--- src/rtl/key_event_decoder.sv ---
`default_nettype none
// ============================================================================
// Module   : key_event_decoder
// Brief    : Turns a debounced key into short/long/repeat/double-click pulses.
// Revision : 1.0 - initial release
// ============================================================================
module key_event_decoder #(
  parameter int CNT_W        = 16,
  parameter int LONG_TICKS   = 500,
  parameter int REPEAT_TICKS = 100,
  parameter int DCLICK_TICKS = 250
) (
  input  logic clk,
  input  logic rst,
  input  logic tick,
  input  logic key_level,
  input  logic key_press,
  output logic short_press,
  output logic long_press,
  output logic repeat_evt,
  output logic double_click,
  output logic busy
);

  typedef enum logic [2:0] {
    S_IDLE           = 3'd0,
    S_PRESSED        = 3'd1,
    S_LONG_HELD      = 3'd2,
    S_WAIT_SECOND    = 3'd3,
    S_SECOND_PRESSED = 3'd4
  } state_t;

  localparam logic [CNT_W-1:0] c_long_last   = CNT_W'(LONG_TICKS - 1);
  localparam logic [CNT_W-1:0] c_repeat_last = CNT_W'(REPEAT_TICKS - 1);
  localparam logic [CNT_W-1:0] c_dclick_last = CNT_W'(DCLICK_TICKS - 1);
  localparam logic [CNT_W-1:0] c_cnt_max     = {CNT_W{1'b1}};

  state_t           r_state;
  state_t           w_next_state;
  logic [CNT_W-1:0] r_cnt;
  logic [CNT_W-1:0] w_next_cnt;
  logic [CNT_W-1:0] w_cnt_inc;
  logic             w_reach_long;
  logic             w_reach_repeat;
  logic             w_reach_dclick;
  logic             w_short;
  logic             w_long;
  logic             w_repeat;
  logic             w_dclick;

  // Saturating increment: SECOND_PRESSED has no timeout, so the count must not wrap.
  always_comb begin
    w_cnt_inc = r_cnt;
    if (tick && (r_cnt != c_cnt_max)) begin
      w_cnt_inc = r_cnt + CNT_W'(1);
    end
  end

  assign w_reach_long   = tick && (r_cnt == c_long_last);
  assign w_reach_repeat = tick && (r_cnt == c_repeat_last);
  assign w_reach_dclick = tick && (r_cnt == c_dclick_last);

  always_comb begin
    w_next_state = r_state;
    w_next_cnt   = w_cnt_inc;
    w_short      = 1'b0;
    w_long       = 1'b0;
    w_repeat     = 1'b0;
    w_dclick     = 1'b0;
    case (r_state)
      S_IDLE: begin
        w_next_cnt = '0;
        if (key_press) begin
          w_next_state = S_PRESSED;
        end
      end
      S_PRESSED: begin
        if (!key_level) begin
          w_next_state = S_WAIT_SECOND;
          w_next_cnt   = '0;
        end else if (w_reach_long) begin
          w_long       = 1'b1;
          w_next_state = S_LONG_HELD;
          w_next_cnt   = '0;
        end
      end
      S_LONG_HELD: begin
        if (!key_level) begin
          w_next_state = S_IDLE;
          w_next_cnt   = '0;
        end else if (w_reach_repeat) begin
          w_repeat   = 1'b1;
          w_next_cnt = '0;
        end
      end
      S_WAIT_SECOND: begin
        if (key_press) begin
          w_next_state = S_SECOND_PRESSED;
          w_next_cnt   = '0;
        end else if (w_reach_dclick) begin
          w_short      = 1'b1;
          w_next_state = S_IDLE;
          w_next_cnt   = '0;
        end
      end
      S_SECOND_PRESSED: begin
        if (!key_level) begin
          w_dclick     = 1'b1;
          w_next_state = S_IDLE;
          w_next_cnt   = '0;
        end
      end
      default: begin
        w_next_state = S_IDLE;
        w_next_cnt   = '0;
      end
    endcase
  end

  always_ff @(posedge clk) begin
    if (rst) begin
      r_state      <= S_IDLE;
      r_cnt        <= '0;
      short_press  <= 1'b0;
      long_press   <= 1'b0;
      repeat_evt   <= 1'b0;
      double_click <= 1'b0;
      busy         <= 1'b0;
    end else begin
      r_state      <= w_next_state;
      r_cnt        <= w_next_cnt;
      short_press  <= w_short;
      long_press   <= w_long;
      repeat_evt   <= w_repeat;
      double_click <= w_dclick;
      busy         <= (w_next_state != S_IDLE);
    end
  end

endmodule
`default_nettype wire

--- config.mk ---
export PLATFORM = sky130hd
export DESIGN_NAME = key_event_decoder
export DESIGN_NICKNAME = d
export VERILOG_FILES = /design/src/rtl/key_event_decoder.sv
export SDC_FILE = /design/constraint.sdc
export NUM_CORES = 1
export LEC_CHECK = 0
export BUFFER_PORTS_ARGS = -buffer_cell sky130_fd_sc_hd__clkbuf_2
export CORE_MARGIN = 2
export CORE_UTILIZATION = 50
export DETAILED_ROUTE_END_ITERATION = 16
export PLACE_DENSITY = 0.68
export SLEW_MARGIN = 10
export SYNTH_ARGS = -nofsm -noshare
export SYNTH_HDL_FRONTEND = slang
export SYNTH_SLANG_ARGS = --single-unit
--- constraint.sdc ---
create_clock -name clk -period 2.4 [get_ports clk]
set_clock_uncertainty 0.05 [all_clocks]
set_input_delay 0.36 -clock clk [delete_from_list [all_inputs] [get_ports clk]]
set_output_delay 0.36 -clock clk [all_outputs]
set_load 0.01 [all_outputs]
==> results.sh <==
export IMPL_internal_power_uw=594
export IMPL_slew_viol_final=0
export IMPL_worstPathCellList="or4_4 > nor3_4 > a31oi_2 > nor4_4 > buf_4 > a211oi_1"
export IMPL_core_area_sq_mm=0.00252
export IMPL_crit_family="simple AND/OR/NAND/NOR gates"
export IMPL_path_class="reg -> reg"
export IMPL_die_h_microns=55.9
export IMPL_ctsHoldBuffers=0
export IMPL_max_stage_delay_ns=0.58
export IMPL_synth_main_ff_cell="dfxtp_1"
export IMPL_grt_start_max_net_pins=15
export IMPL_crit_arrival_ns=2.31
export IMPL_clkPwrFrac_pct=39.2
export IMPL_die_w_microns=55.9
export IMPL_io_buffer_count=9
export IMPL_required_ns=2.55
export IMPL_hp_class="in -> reg"
export IMPL_irDropWorstVdd_mv=0.510
export IMPL_relSlewSlack_pct=57.0
export IMPL_layout_cells_most_common="nor2_1"
export IMPL_end_kind="flip-flop"
export IMPL_p_leak_uw=0.000485
export IMPL_hold_violations=0
export IMPL_nets=173
export IMPL_die_area_sq_mm=0.00312
export IMPL_synth_cell_types=41
export IMPL_dr_pass1_iters=4
export IMPL_overflow=0
export IMPL_combPwrFrac_pct=6.0
export IMPL_synth_top_area_share_pct=35.7
export IMPL_drtIter0Drc=44
export IMPL_p_sw_share_pct=21.2
export IMPL_antenna_found_initial=0
export IMPL_synth_area_sq_mm=0.00135
export IMPL_avgSynthCellArea_sq_um=8.85
export IMPL_p_seq_share_pct=54.9
export IMPL_worst_setup_path_start_kind="flip-flop"
export IMPL_yosys_top_cells_area="dfxtp_1 36%, nor2_1 8.1%, xnor2_1 5.9%"
export IMPL_post_cts_buffers=0
export IMPL_clock_root_buffer="clkbuf_4"
export IMPL_post_route_period_util_pct=89.7
export IMPL_async_flop_share_pct=0
export IMPL_synth_edf_count=0
export IMPL_rsz0062_at_grt="no"
export IMPL_yosysSeqAreaShare_pct=35.7
export IMPL_cts_tree="built"
export IMPL_tns_ns=0
export IMPL_rows=18
export IMPL_numCtsBuffers=3
export IMPL_globalplace_congestion=0.890
export IMPL_start_util_pct=53.3
export IMPL_power_uw=754
export IMPL_layout_common_cells="29 x nor2_1, 24 x dfxtp_1, 12 x nand3_1, 12 x nand2_1"
export IMPL_clock_latency_ns=0.32
export IMPL_grtUsageTotal_pct=19.1
export IMPL_fmax_mhz=464
export IMPL_power_density_mw_per_mm2=520
export IMPL_syn_to_final_growth_pct=7.81
export IMPL_clock_sinks=24
export IMPL_wl_per_cell_microns=14.1
export IMPL_setup_viol=0
export IMPL_layout_min_cycle_time_ns=2.15
export IMPL_wl_microns=2730
export IMPL_synth_top_area_cell="dfxtp_1"
export IMPL_p_sw_uw=160
export IMPL_antenna_cells=0
export IMPL_ant_nets=0
export IMPL_worstPathMaxFanout=8
export IMPL_worst_path_max_delay_cell="or4_4"
export IMPL_pin_count=10
export IMPL_hpwl_microns=2110
export IMPL_grt_pass1_vias=1079
export IMPL_drive_above_1_share_pct=17.7
export IMPL_clkSlewWorstSetupHoldPaths_ns=0.14
export IMPL_ys_warn_count=0
export IMPL_synth_fp_nets=160
export IMPL_drt_drc_violations_left=0
export IMPL_vias=1151
export IMPL_grt_pass1_wl_microns=4720
export IMPL_via_per_inst=5.93
export IMPL_ctsResizeCount=0
export IMPL_synthesis_instances=152
export IMPL_clockBufferDepth=2
export IMPL_ys_seq_elements=24
export IMPL_cp_buffers_inverters=1
export IMPL_htree_levels=1
export IMPL_max_cap_viol_count=0
export IMPL_status="completed"
export IMPL_worst_pin_slew_ns=0.639
==> kinds of logic after synthesis <==
logic type | count (synthesis) | share of synthesized area (%)
AOI/OAI and AO/OA | 16 | 9.58
xor gates and xnor gates | 13 | 8.47
adders and majority gates | 3 | 2.79
buffers and inverters | 7 | 4.74
DFF | 24 | 35.7
and+or+nand+nor | 89 | 38.7
==> final timing paths <==
path	start	to	slack [ns]	cells past startpoint
worst max-delay path	r_cnt[2]	r_cnt[1]	0.25	6
worst max register to register	r_cnt[2]	r_cnt[1]	0.25	6
worst min-delay path	rst	double_click	0.23	2
worst min register to register	r_state[2]	double_click	0.48	2
==> cell usage after synthesis, types with 2 or more instances <==
library cell	count
inv_1	3
nor4_1	4
nor3_1	7
nand3b_1	3
and3_1	2
a211oi_1	2
xor2_1	4
nor4_4	2
a21oi_1	5
nand4b_1	2
nand2_1	12
or2_2	2
xnor2_1	9
or3_1	2
nand4_1	3
nor2_1	29
dfxtp_1	24
nand3_1	12
ha_1	3
==> flip-flops by register name (all words and copies together) (netlist names) <==
signal        cells
repeat_evt        1
r_state           3
short_press       1
double_click      1
r_cnt            16
busy              1
long_press        1
==> final cells by class <==
type,count,area [sq um]
inverter,3,11.3
sequential,24,480
fill,239,1070
clock inverter,1,30.0
clock buffer,3,22.5
timing repair buffer,12,67.6
tap,30,37.5
multi-input combinational,121,801
==> metal layers <==
metal  vias to the layer above  part of all wire [%]  GRT usage, %
met2                        27                    49          33.2
met4                         0                   3.1          9.52
met5                         -                     0             0
met1                       549                    45          22.6
met3                         8                   3.2          3.26
li1                        567                     -             -
==> power by group through the flow <==
stage                     sequential, uW  clock [uW]  combinational (uW)
final                                414         295                44.9
after detailed placement             422           0                44.8
after CTS                            413         301                45.2
after floorplan                      418           0                43.8
after global routing                 415         318                49.6
after global placement               422           0                44.0
==> metrics by stage <==
stage,setup WS [ns],utilization (%),hold slack [ns],cells,area (sq um)
2_1_floorplan,0.443,-,0.386,152,1350
3_3_place_gp,0.315,55.4,0.457,190,1400
3_5_place_dp,0.253,55.4,0.461,190,1400
4_1_cts,0.227,57.5,0.219,194,1450
5_1_grt,0.135,57.5,0.218,194,1450
6_report,0.246,57.5,0.233,194,1450
No activity file was read; power rests on OpenSTA's default activity.
